File: config.mk
export PLATFORM = sky130hd
export DESIGN_NAME = mem_bus_arbiter
export DESIGN_NICKNAME = d
export VERILOG_FILES = /design/src/rtl/mem_bus_arbiter.sv
export SDC_FILE = /design/constraint.sdc
export NUM_CORES = 1
export LEC_CHECK = 0
export BUFFER_PORTS_ARGS = -buffer_cell sky130_fd_sc_hd__buf_2
export CORE_ASPECT_RATIO = 1.1
export CORE_UTILIZATION = 26
export CTS_BUF_LIST = sky130_fd_sc_hd__clkbuf_16
export CTS_CLUSTER_SIZE = 14
export DETAILED_ROUTE_END_ITERATION = 8
export HOLD_SLACK_MARGIN = 0.06
export SKIP_CTS_REPAIR_TIMING = 1
export SLEW_MARGIN = 25
export SYNTH_ARGS = -nofsm -noshare
export SYNTH_HDL_FRONTEND = slang
export SYNTH_SLANG_ARGS = --single-unit
File: constraint.sdc
create_clock -name clock -period 3.3 [get_ports clock]
set_input_delay 0.33 -clock clock [delete_from_list [all_inputs] [get_ports clock]]
set_output_delay 0.33 -clock clock [all_outputs]
set_load 0.05 [all_outputs]
File: src/rtl/mem_bus_arbiter.sv
// Arbitrates the shared memory port between icache and dcache and routes returning load tags.
// Define MEM_ARB_RR_EN to replace dcache priority and the starvation guard with round-robin.
module mem_bus_arbiter #(
  parameter int unsigned STARVE_LIMIT = 8,
  parameter int unsigned NUM_TAGS     = 16
) (
  input  logic        clock,
  input  logic        reset,
  input  logic [1:0]  icache2arb_command,
  input  logic [31:0] icache2arb_addr,
  output logic [3:0]  arb2icache_response,
  output logic [3:0]  arb2icache_tag,
  input  logic [1:0]  dcache2arb_command,
  input  logic [31:0] dcache2arb_addr,
  input  logic [63:0] dcache2arb_data,
  output logic [3:0]  arb2dcache_response,
  output logic [3:0]  arb2dcache_tag,
  output logic [1:0]  proc2mem_command,
  output logic [31:0] proc2mem_addr,
  output logic [63:0] proc2mem_data,
  input  logic [3:0]  mem2proc_response,
  input  logic [3:0]  mem2proc_tag,
  output logic [4:0]  arb_outstanding,
  output logic        arb_orphan
);

  localparam logic [1:0] BUS_NONE = 2'h0;
  localparam logic [1:0] BUS_LOAD = 2'h1;

  logic req_i, req_d, grant_i, grant_d, accepted;

  assign req_i    = icache2arb_command != BUS_NONE;
  assign req_d    = dcache2arb_command != BUS_NONE;
  assign grant_d  = req_d && !grant_i;
  assign accepted = (grant_i || grant_d) && (mem2proc_response != 4'd0);

`ifdef MEM_ARB_RR_EN
  // last_grant: 0 = icache, 1 = dcache; the other side wins the next conflict.
  logic last_grant_q, last_grant_d;

  assign grant_i = req_i && (!req_d || last_grant_q);

  always_comb begin
    last_grant_d = last_grant_q;
    if (accepted) last_grant_d = grant_d;
  end

  always_ff @(posedge clock) begin
    if (reset) last_grant_q <= 1'b1;
    else       last_grant_q <= last_grant_d;
  end
`else
  localparam int unsigned StarveW = $clog2(STARVE_LIMIT + 1);
  localparam logic [StarveW-1:0] StarveMax = StarveW'(STARVE_LIMIT);

  logic [StarveW-1:0] starve_cnt_q, starve_cnt_d;

  assign grant_i = req_i && (!req_d || starve_cnt_q >= StarveMax);

  always_comb begin
    starve_cnt_d = starve_cnt_q;
    if (!req_i) begin
      starve_cnt_d = '0;
    end else if (grant_i) begin
      // A rejected icache grant keeps its accumulated priority.
      if (accepted) starve_cnt_d = '0;
    end else if (starve_cnt_q != StarveMax) begin
      starve_cnt_d = starve_cnt_q + StarveW'(1);
    end
  end

  always_ff @(posedge clock) begin
    if (reset) starve_cnt_q <= '0;
    else       starve_cnt_q <= starve_cnt_d;
  end
`endif

  always_comb begin
    proc2mem_command    = BUS_NONE;
    proc2mem_addr       = 32'd0;
    proc2mem_data       = 64'd0;
    arb2icache_response = 4'd0;
    arb2dcache_response = 4'd0;
    if (grant_i) begin
      proc2mem_command    = icache2arb_command;
      proc2mem_addr       = icache2arb_addr;
      arb2icache_response = mem2proc_response;
    end else if (grant_d) begin
      proc2mem_command    = dcache2arb_command;
      proc2mem_addr       = dcache2arb_addr;
      proc2mem_data       = dcache2arb_data;
      arb2dcache_response = mem2proc_response;
    end
  end

  // Tag ownership table; owner 0 = icache, 1 = dcache.
  logic [NUM_TAGS-1:0] valid_q, valid_d, owner_q, owner_d;
  logic tag_ret, tag_hit, alloc;

  assign tag_ret = mem2proc_tag != 4'd0;
  assign tag_hit = tag_ret && valid_q[mem2proc_tag];
  assign alloc   = accepted && (proc2mem_command == BUS_LOAD);

  always_comb begin
    arb2icache_tag = 4'd0;
    arb2dcache_tag = 4'd0;
    arb_orphan     = tag_ret && !tag_hit;
    if (tag_hit) begin
      if (owner_q[mem2proc_tag]) arb2dcache_tag = mem2proc_tag;
      else                       arb2icache_tag = mem2proc_tag;
    end
  end

  always_comb begin
    valid_d = valid_q;
    owner_d = owner_q;
    if (tag_hit) valid_d[mem2proc_tag] = 1'b0;
    // Applied after the clear so a same-cycle reuse of a tag keeps the new owner.
    if (alloc) begin
      valid_d[mem2proc_response] = 1'b1;
      owner_d[mem2proc_response] = grant_d;
    end
  end

  always_ff @(posedge clock) begin
    if (reset) begin
      valid_q <= '0;
      owner_q <= '0;
    end else begin
      valid_q <= valid_d;
      owner_q <= owner_d;
    end
  end

  always_comb begin
    arb_outstanding = 5'd0;
    for (int i = 0; i < NUM_TAGS; i++) begin
      arb_outstanding = arb_outstanding + 5'(valid_q[i]);
    end
  end

endmodule

; ---- Word-level counts from Yosys, hierarchy flattened
; Cells that the tools add are included.
[totals]
ff_bits = 36
inputBits = 142
out_inout_bits = 120
elab_cells = 78
[classes]
add_sub_neg = 16
magnitude_cmp = 5
eq_ne = 3
mux = 27
bitwise_logic = 4
reduce_logical = 20
[op_table]
columns = operator, n
row1 = 64-bit two-way mux, 2
row2 = 32-bit two-way mux, 2
row3 = 5-bit by 1-bit adder with 5-bit output, 11
row4 = 4-bit two-way mux, 10
row5 = 16-bit two-way mux, 2
row6 = 16-bit bitwise AND, 1
row7 = 16-bit bitwise mux, 1
row8 = 16-bit NOT, 1
row9 = 16-bit OR, 1
row10 = "4-bit by 5-bit less-than comparator with 1-bit output, second input constant", 2
row11 = 1-bit binary-select mux with 4-bit select, 2
row12 = 1-bit demux with 4-bit select, 2
row13 = "4-bit by 1-bit >= comparator with 1-bit output, second input constant", 2
row14 = 1-bit logical AND, 8
row15 = 4-bit nonzero test, 2
row16 = 2-bit nonzero test, 3
row17 = 4-bit by 1-bit adder with 5-bit output, 1
row18 = 3-bit by 1-bit adder with 4-bit output, 1
row19 = "4-bit by 1-bit adder with 4-bit output, second input constant", 1
row20 = "4-bit >= comparator, second input constant", 1
row21 = 1-bit two-way mux, 4
row22 = 2-bit two-way mux, 2
row23 = "4-bit != test, second input constant", 1
row24 = 2-bit by 1-bit adder with 3-bit output, 1
row25 = other kinds (8), 11

; ---- Logic depth before layout (Yosys ltp)
; Gate-level depths: netlist (run 1).
[logic_depth]
ltp_word = 15
depth_mapped = 12
ltp_nobuf = 12

; ---- Worst setup path after synthesis (run 1)
; OpenSTA, ideal clock, no wires.
[synth_path]
path_type = reg2out
from = reg valid_q[1]
to = out arb_outstanding[2]
t_arrival_ps = 3753
required_ps = 2970
setup_slack_ps = -783
path_stages_with_launch = 11
n_path_buf = 0
path_cell_list = dfxtp_1 > inv_1 > fa_1 > fa_1 > fa_1 > fa_1 > inv_1 > ha_1 > inv_1 > fa_1 > xnor2_1
[synth_between]
elab_chain_len = 15
[synth_lines]
columns = element, line_no
row1 = from (decl), 97  ; logic [NUM_TAGS-1:0] valid_q, valid_d, owner_q, owner_d;
row2 = from (signal assigned), 130  ; valid_q <= valid_d;
row3 = 1-bit by 1-bit adder with 2-bit output, 138  ; arb_outstanding = arb_outstanding + 5'(valid_q[i]);
row4 = 2-bit by 1-bit adder with 3-bit output, 138
row5 = 3-bit by 1-bit adder with 4-bit output, 138
row6 = 4-bit by 1-bit adder with 5-bit output, 138
row7 = 5-bit by 1-bit adder with 5-bit output (11 in a row), 138
row8 = to (decl), 23  ; output logic [4:0] arb_outstanding,
; No other way between the ends.

; ---- Final worst setup path (run 1)
[layout_path]
from = reg valid_q[0]
to = out arb_outstanding[3]
; The elaborated chain is that of the path after synthesis.

==> metrics.md, run 1 <==
| Metric | Value |
|---|---|
| Internal power | 1.05 mW |
| RSZ-0062 raised after global routing | true |
| First-pass GRT wire length | 21.9 mm |
| Via count | 4065 |
| Final setup vio count | 5 |
| Switch Pwr | 825 uW |
| Async S/R FF share, synth | 0% |
| Placed Instances | 810 |
| Final setup margin | -0.688 ns |
| Slowest CP cell | fa_1 |
| Yosys warns | 0 |
| Critical setup path kind | reg2out |
| First drt pass iteration count | 5 |
| Clk sink count | 36 |
| Number of remaining DRC errors | 0 |
| Tightest Hold Check Type | in2reg |
| Fraction of layout instances using a drive strength above 1 | 48.2% |
| Nets | 824 |
| Crit end category | output pin |
| H-tree Lvls | 2 |
| Grt total ovfl | 0 |
| Failing checks | negative setup slack |
| Vias per cell | 4.93 |
| Synth area leader | dfxtp_1 |
| IO Pins | 262 |
| Detailed placement HPWL | 12.5 mm |
| Die width | 108 microns |
| Synth Cell Area | 3210 sq um |
| Number of synthesized flops with an enable pin | 0 |
| CP Cell Sequence | inv_2, fa_1, fa_1, fa_2, fa_1, inv_2, ha_4, buf_4, a21o_1, a21oi_4, xnor2_4, buf_6 |
| Comb pwr share | 47.7% |
| Die height | 119 microns |
| Post-Syn Nets | 571 |
| Clock-pin slew on the worst setup and hold paths | 0.05 ns |
| Most used cell along the critical path | fa_1 |
| Final period utilization | 121% |
| PortBufs | 261 |
| CTS Buf Count | 5 |
| Pwr dens | 374 nW/um^2 |
| Max cap viols | 0 |
| Synth Instances | 412 |
| Measured slew at the worst slew-check pin | 0.863 ns |
| Flops & latches, synth | 36 |
| Clock skew | 0.00289 ns |
| Final Core Density | 41.5% |
| CP Launch Type | flop |
| Core ar. | 12000 sq um |
| Synth-to-Final Area Change | 55.8% |
| Skew-Pair Late Insertion Delay | 0.28 ns |
| Max Slew Vio Count | 0 |
| Critical Path RT | 2.97 ns |
| Vias in the first global route | 3836 |
| Root Driver | clkbuf_16 |
| Top post-synthesis cells by area | dfxtp_1, and2_1, a22o_1 |
| Hold Fails Final Rpt | 0 |
| Unique masters post-synth | 44 |
| Post-layout minimum cycle time | 3.99 ns |
| Bufs on Longest Clock Path | 2 |
| Reg power frac | 24.0% |
| Fill cells | 1238 |
| Max stage delay on crit path | 0.55 ns |
| Mean area per synthesized cell | 7.79 sq um |
| CTS tree | built |
| Post-synth top flop | dfxtp_1 |
| Post-DR wirelength/cell | 18.2 microns |
| Sw Ratio | 44.0% |
| Total track usage | 22.9% |
| Routed Wire Length | 15.0 mm |
| Setup_tns | -2.78 ns |
| VDD IR-drop max | 176 uV |
| Worst Path Arrival | 3.66 ns |
| Finished Layout Cells | 824 |
| Clock share of power | 28.2% |
| Die area | 12800 sq um |
| Initial antenna violation count | 9 |
| DRT iter0 DRCs | 214 |
| Fmax | 251 MHz |
| Post-route ant nets | 0 |
| Max FO, Critical Path | 2 |
| Slew margin rel. | 42.3% |
| Rows | 42 |
| Placer Congestion | 0.945 |
| Leakage | 2.54 nW |
| Area share of the largest cell type after synthesis | 22.5% |
| Initial Util | 26.7% |
| Maximum number of pins on one net before global-route repair | 107 |
| Sequential element share of the synthesized area | 22.5% |
| Outcome | finished, violations left |
[kinds of logic after synthesis]
family | count (synthesis) | share of synthesized area, %
XOR/XNOR | 2 | 0.546
buffers and inverters | 65 | 8.65
flip-flops | 36 | 22.5
AO/OA/AOI/OAI | 99 | 21.2
AND/OR/NAND/NOR | 178 | 31.1
adder cells (fa/ha/maj) | 17 | 8.97
multiplexers | 15 | 7.06
[cells in the final DEF, fill, tap and decap left out, types with 7 or more instances in the layout]
master      n
a21oi_1    25
inv_2       7
dfxtp_1    29
nand2b_1   11
dfxtp_2     7
nand4_1     8
nand2_1    21
nand3_1    12
inv_1      26
buf_4      15
o21ai_0    20
buf_2     256
mux2i_1     8
nor2b_1     9
and2_1     75
fa_1        8
a22o_1     32
nor2_1     24
[final cells by class]
cell class,count,area (sq um),share of cell area (%)
Timing Repair Buffer,278,1490,29.9
Clock inverter,3,38.8,0.776
Tap cell,154,193,3.85
Antenna cell,4,10.0,0.200
Inverter,33,128,2.55
Clock buffer,5,125,2.50
Sequential cell,36,729,14.6
Multi-Input combinational cell,311,2280,45.7
[worst max-delay path, delay by kind of cell (launching register included)]
| family | cells | cell delay (ns) |
|---|---|---|
| adders and majority gates | 5 | 2.14 |
| AOI/OAI and AO/OA | 2 | 0.40 |
| buffers and inverters | 4 | 0.38 |
| DFF | 1 | 0.32 |
| xor gates and xnor gates | 1 | 0.13 |
[power groups by stage]
stage | combinational [mW] | sequential, mW | clock (mW)
final | 0.893 | 0.450 | 0.529
after detailed placement | 0.872 | 0.459 | 0
after CTS | 0.874 | 0.449 | 0.535
after global placement | 0.867 | 0.458 | 0
after global routing | 0.933 | 0.451 | 0.557
after floorplan | 0.612 | 0.457 | 0
[cell usage after synthesis (all sizes together), types with 7 or more instances]
cell type   n
and2       75
dfxtp      36
inv        33
a22o       32
a21oi      26
nor2       26
nand2      21
o21ai      21
clkbuf     19
buf        13
nand3      12
nand2b     11
fa         10
nor2b       9
mux2i       8
nand4       8
ha          7
[worst paths after layout]
path / cells after the start / end / startpoint / slack, ns
max: 12 / arb_outstanding[3] / valid_q[0] / -0.69
min: 3 / owner_q[3] / mem2proc_response[3] / 0.47
max reg2reg: 5 / starve_cnt_q[2] / starve_cnt_q[3] / 1.27
min reg2reg: 1 / owner_q[0] / owner_q[0] / 0.47
[layer usage]
metal	routed length [microns]	GRT usage (%)	vias up
li1	-	-	1921
met1	6540	31.5	1921
met2	6820	35.4	196
met3	1390	6.84	19
met4	160	4.37	8
met5	49	0	-
[registers in the layout, summed over array words and instances, names as in the netlist]
signal        flops
starve_cnt_q      4
valid_q          16
owner_q          16
[through the flow]
| stage | instance area (sq um) | power, mW | hold WS [ns] | worst slack [ns] |
|---|---|---|---|---|
| after floorplan | 3270 | 1.07 | 0.429 | -0.340 |
| after global placement | 4750 | 1.33 | 0.458 | -0.483 |
| after detailed placement | 4750 | 1.33 | 0.460 | -0.579 |
| after CTS | 4910 | 1.86 | 0.458 | -0.873 |
| after global routing | 4990 | 1.94 | 0.491 | -0.785 |
| final | 5000 | 1.87 | 0.468 | -0.688 |
Note: power is estimated with default switching activity, not from simulation.
==> inputs of run 2 (changes only) <==
==> constraint.sdc (replaced) <==
create_clock -name clock -period 3.3 [get_ports clock]
set_input_delay 0.165 -clock clock [delete_from_list [all_inputs] [get_ports clock]]
set_output_delay 0.165 -clock clock [all_outputs]
set_load 0.05 [all_outputs]
==> metrics.md, run 2 (synthesis results as in run 1) <==
| Metric | Value |
|---|---|
| Fmax | 261 MHz |
| CP Buf/Inv Count | 5 |
| Clk sink count | 36 |
| Bufs on Longest Clock Path | 2 |
| CTS tree | built |
| Final instance area | 4940 sq um |
| Max FO, Critical Path | 2 |
| Critical Path RT | 3.13 ns |
| RSZ-0062 raised after global routing | true |
| Die area | 12800 sq um |
| DRT iter0 DRCs | 213 |
| Detailed placement HPWL | 12.6 mm |
| Setup_tns | -2.08 ns |
| Root Driver | clkbuf_16 |
| Die width | 108 microns |
| Post-layout minimum cycle time | 3.83 ns |
| CTS Buf Count | 5 |
| Total chip power | 1.78 mW |
| Vias in the first global route | 3773 |
| Slew margin rel. | 41.4% |
| Nets | 822 |
| Placed instance area | 4720 sq um |
| Largest regs | owner_q x16, valid_q x16, starve_cnt_q x4 |
| Maximum number of pins on one net before global-route repair | 71 |
| IO Pins | 262 |
| Clock skew | 0.00248 ns |
| Synth-to-Final Area Change | 53.8% |
| First-pass GRT wire length | 21.8 mm |
| Final setup vio count | 4 |
| Hold Fails Final Rpt | 0 |
| Rows | 42 |
| Critical setup path kind | reg2out |
| Number of remaining DRC errors | 0 |
| Measured slew at the worst slew-check pin | 0.877 ns |
| Routed Wire Length | 14.9 mm |
| Post-DR wirelength/cell | 18.1 microns |
| Max stage delay on crit path | 0.57 ns |
| Die height | 119 microns |
| CP delay by family, top | adder cells |
| First drt pass iteration count | 5 |
| Post-route ant nets | 0 |
| Place WS | -0.442 ns |
| Clock-pin slew on the worst setup and hold paths | 0.05 ns |
| Grt total ovfl | 0 |
| Core ar. | 12000 sq um |
| Fraction of layout instances using a drive strength above 1 | 47.4% |
| Commonest cells after routing, fill and taps aside | buf_2, and2_1, a22o_1 |
| VDD IR-drop max | 162 uV |
| CP Launch Type | flop |
| Crit end category | output pin |
| Outcome | finished, violations left |
| Tightest Hold Check Type | in2reg |
| Final setup margin | -0.531 ns |
| Max Slew Vio Count | 0 |
| Commonest non-fill, non-tap cell in the layout | buf_2 |
| Vias per cell | 4.91 |
| Via count | 4030 |
| Failing checks | negative setup slack |
| CP Cell Sequence | inv_2, fa_1, fa_1, fa_2, fa_1, inv_2, ha_4, inv_2, fa_2, clkinvlp_4, buf_8 |
| Pwr dens | 360 nW/um^2 |
| Initial Util | 26.7% |
| PortBufs | 261 |
| Max cap viols | 0 |
| Placer Congestion | 0.966 |
| Final period utilization | 116% |
| Total track usage | 22.8% |
| Initial antenna violation count | 13 |
| Skew-Pair Late Insertion Delay | 0.28 ns |
| Worst Path Arrival | 3.67 ns |
| H-tree Lvls | 2 |
| Slowest CP cell | fa_1 |
| Leakage | 2.50 nW |
[run 2: changes by cell type in the layout (fill, tap and decap cells not counted), sizes merged]
cell and delta:
buf -2, bufinv -1, clkinv +1, inv -1
[run 2: worst paths after layout]
check / startpoint / to / slack [ns] / cells after the start
max: valid_q[0] / arb_outstanding[1] / -0.53 / 11
min: icache2arb_command[0] / starve_cnt_q[1] / 0.30 / 3
max reg2reg: starve_cnt_q[3] / starve_cnt_q[2] / 1.24 / 5
min reg2reg: owner_q[0] / owner_q[0] / 0.48 / 1
[run 2: per-layer routing]
layer	up-vias	GRT usage, %	wire length, microns
li1	1918	-	-
met1	1900	29.3	6230
met2	166	35.0	6730
met3	28	10.6	1650
met4	18	4.28	140
met5	-	0	120
[run 2: final cells by class]
| class | instances | area (sq um) |
|---|---|---|
| Multi-Input combinational cell | 311 | 2280 |
| Clock buffer | 5 | 125 |
| Sequential cell | 36 | 728 |
| Fill cell | 1245 | 7100 |
| Timing Repair Buffer | 276 | 1460 |
| Inverter | 33 | 128 |
| Antenna cell | 4 | 10.0 |
| Tap cell | 154 | 193 |
| Clock inverter | 2 | 7.51 |
[run 2: per-stage QoR]
step	hold WS, ns	util, %	std cells
floorplan	0.349	-	412
global placement	0.456	39.2	808
detailed placement	0.465	39.2	808
CTS	0.305	40.3	815
global route	0.321	41.0	818
finish	0.301	41.0	821
[run 2: worst reg2reg max path: cells and delay by family (launching register included)]
family	cells	cell delay [ns]
AOI/OAI and AO/OA	2	0.49
DFF	1	0.47
buffers and inverters	1	0.42
and+or+nand+nor	1	0.34
muxes	1	0.25
[run 2: report_power, final]
group          switching [mW]  internal [mW]  total, mW
Clock                   0.167          0.270      0.437
Sequential            0.00635          0.444      0.450
Combinational           0.639          0.249      0.888
Total                   0.813          0.962       1.78
==> inputs of run 3 (changes only) <==
--- a/config.mk
+++ b/config.mk
@@ -7,11 +7,12 @@
 export LEC_CHECK = 0
 export BUFFER_PORTS_ARGS = -buffer_cell sky130_fd_sc_hd__buf_2
 export CORE_ASPECT_RATIO = 1.1
-export CORE_UTILIZATION = 26
+export CORE_UTILIZATION = 30
 export CTS_BUF_LIST = sky130_fd_sc_hd__clkbuf_16
 export CTS_CLUSTER_SIZE = 14
 export DETAILED_ROUTE_END_ITERATION = 8
 export HOLD_SLACK_MARGIN = 0.06
+export PLACE_DENSITY = 0.67
 export SKIP_CTS_REPAIR_TIMING = 1
 export SLEW_MARGIN = 25
 export SYNTH_ARGS = -nofsm -noshare
==> metrics.md, run 3 (synthesis results as in run 1) <==
| Metric | Value |
|---|---|
| Final setup margin | -0.525 ns |
| Placed Instances | 797 |
| Largest regs | owner_q x16, valid_q x16, starve_cnt_q x4 |
| CP Buf/Inv Count | 5 |
| Max cap viols | 0 |
| Placer Congestion | 0.976 |
| Post-route ant nets | 0 |
| Number of remaining DRC errors | 0 |
| Fraction of layout instances using a drive strength above 1 | 47.6% |
| Skew-Pair Late Insertion Delay | 0.28 ns |
| Core ar. | 10400 sq um |
| Initial antenna violation count | 5 |
| Diode count | 0 |
| Measured slew at the worst slew-check pin | 0.969 ns |
| Post-layout minimum cycle time | 3.82 ns |
| Root Driver | clkbuf_16 |
| Final setup vio count | 4 |
| Rows | 39 |
| Routed Wire Length | 14.4 mm |
| Failing checks | negative setup slack |
| Finished Layout Cells | 807 |
| Slowest CP cell | fa_2 |
| Total chip power | 1.87 mW |
| Max stage delay on crit path | 0.55 ns |
| Tightest Hold Check Type | in2reg |
| IO Pins | 262 |
| DRT iter0 DRCs | 312 |
| Crit end category | output pin |
| VDD IR-drop max | 281 uV |
| CTS Buf Count | 5 |
| CP delay by family, top | adder cells |
| Via count | 4075 |
| Critical Path RT | 3.13 ns |
| First drt pass iteration count | 5 |
| Clock skew | 0.00446 ns |
| Clk sink count | 36 |
| Die area | 11100 sq um |
| Vias per cell | 5.05 |
| Die height | 110 microns |
| Worst hold margin | 0.308 ns |
| Final period utilization | 116% |
| Worst Path Arrival | 3.66 ns |
| Max Slew Vio Count | 0 |
| Commonest cells after routing, fill and taps aside | buf_2, and2_1, a22o_1 |
| CP Cell Sequence | inv_2, fa_1, fa_1, fa_2, fa_1, inv_2, ha_4, inv_2, fa_2, clkinvlp_4, buf_8 |
| Max FO, Critical Path | 3 |
| Clock-pin slew on the worst setup and hold paths | 0.06 ns |
| Total track usage | 25.5% |
| Synth-to-Final Area Change | 54.3% |
| Detailed placement HPWL | 11.9 mm |
| Hold Fails Final Rpt | 0 |
| Grt total ovfl | 0 |
| Fmax | 261 MHz |
| Post-DR wirelength/cell | 17.8 microns |
| Critical setup path kind | reg2out |
| Initial Util | 30.9% |
| PortBufs | 261 |
| Maximum number of pins on one net before global-route repair | 79 |
| CP Launch Type | flop |
| CTS tree | built |
| Place WS | -0.453 ns |
| Bufs on Longest Clock Path | 2 |
| Commonest non-fill, non-tap cell in the layout | buf_2 |
| Nets | 822 |
| Pwr dens | 377 nW/um^2 |
| Leakage | 2.52 nW |
| Vias in the first global route | 3853 |
| Die width | 101 microns |
| RSZ-0062 raised after global routing | true |
| Outcome | finished, violations left |
| Setup_tns | -2.02 ns |
| Slew margin rel. | 35.3% |
| H-tree Lvls | 2 |
| First-pass GRT wire length | 21.4 mm |
==> run 3: changes by cell type in the layout (fill, tap and decap cells not counted), sizes merged <==
cell    change
clkinv      -1
diode       -4
bufinv      +1
inv         +1
==> run 3: final timing paths <==
kind                         start                 end  slack [ns]  cells past startpoint
max                    valid_q[11]  arb_outstanding[1]       -0.52                     11
min          icache2arb_command[0]     starve_cnt_q[0]        0.31                      3
max reg2reg        starve_cnt_q[3]     starve_cnt_q[2]        1.46                      4
min reg2reg             valid_q[0]          valid_q[0]        0.45                      2
==> run 3: final cells by class <==
cell class                 instances  area (sq um)
clock inverter                     3          38.8
fill                            1056          5440
sequential                        36           728
multi-input combinational        311          2280
clock buffer                       5           125
tap                              143           179
timing repair buffer             276          1470
inverter                          33           128
==> run 3: routing by layer <==
metal | global-route usage (%) | part of all wire, % | vias up
met5 | 0 | 0.30 | -
met4 | 5.51 | 1.2 | 6
met3 | 7.34 | 8.3 | 18
met2 | 39.5 | 46 | 187
met1 | 35.2 | 44 | 1945
li1 | - | - | 1919
==> run 3: worst register-to-register path: stages (launching register included) <==
cell and delay, ns:
dfxtp_1 0.47, o22a_1 0.45, mux2i_1 0.22, or3_1 0.35
a221oi_1 0.26
==> run 3: where the power goes <==
group	switching, mW	leakage (nW)	total [mW]	internal (mW)
combinational	0.637	2.14	0.887	0.250
clock	0.177	0.0850	0.529	0.352
sequential	0.00628	0.294	0.450	0.444
==> run 3: metrics by stage <==
step | util (%) | area, sq um
floorplan | - | 3270
global placement | 45.3 | 4710
detailed placement | 45.3 | 4710
CTS | 46.9 | 4870
global route | 47.6 | 4950
finish | 47.6 | 4950
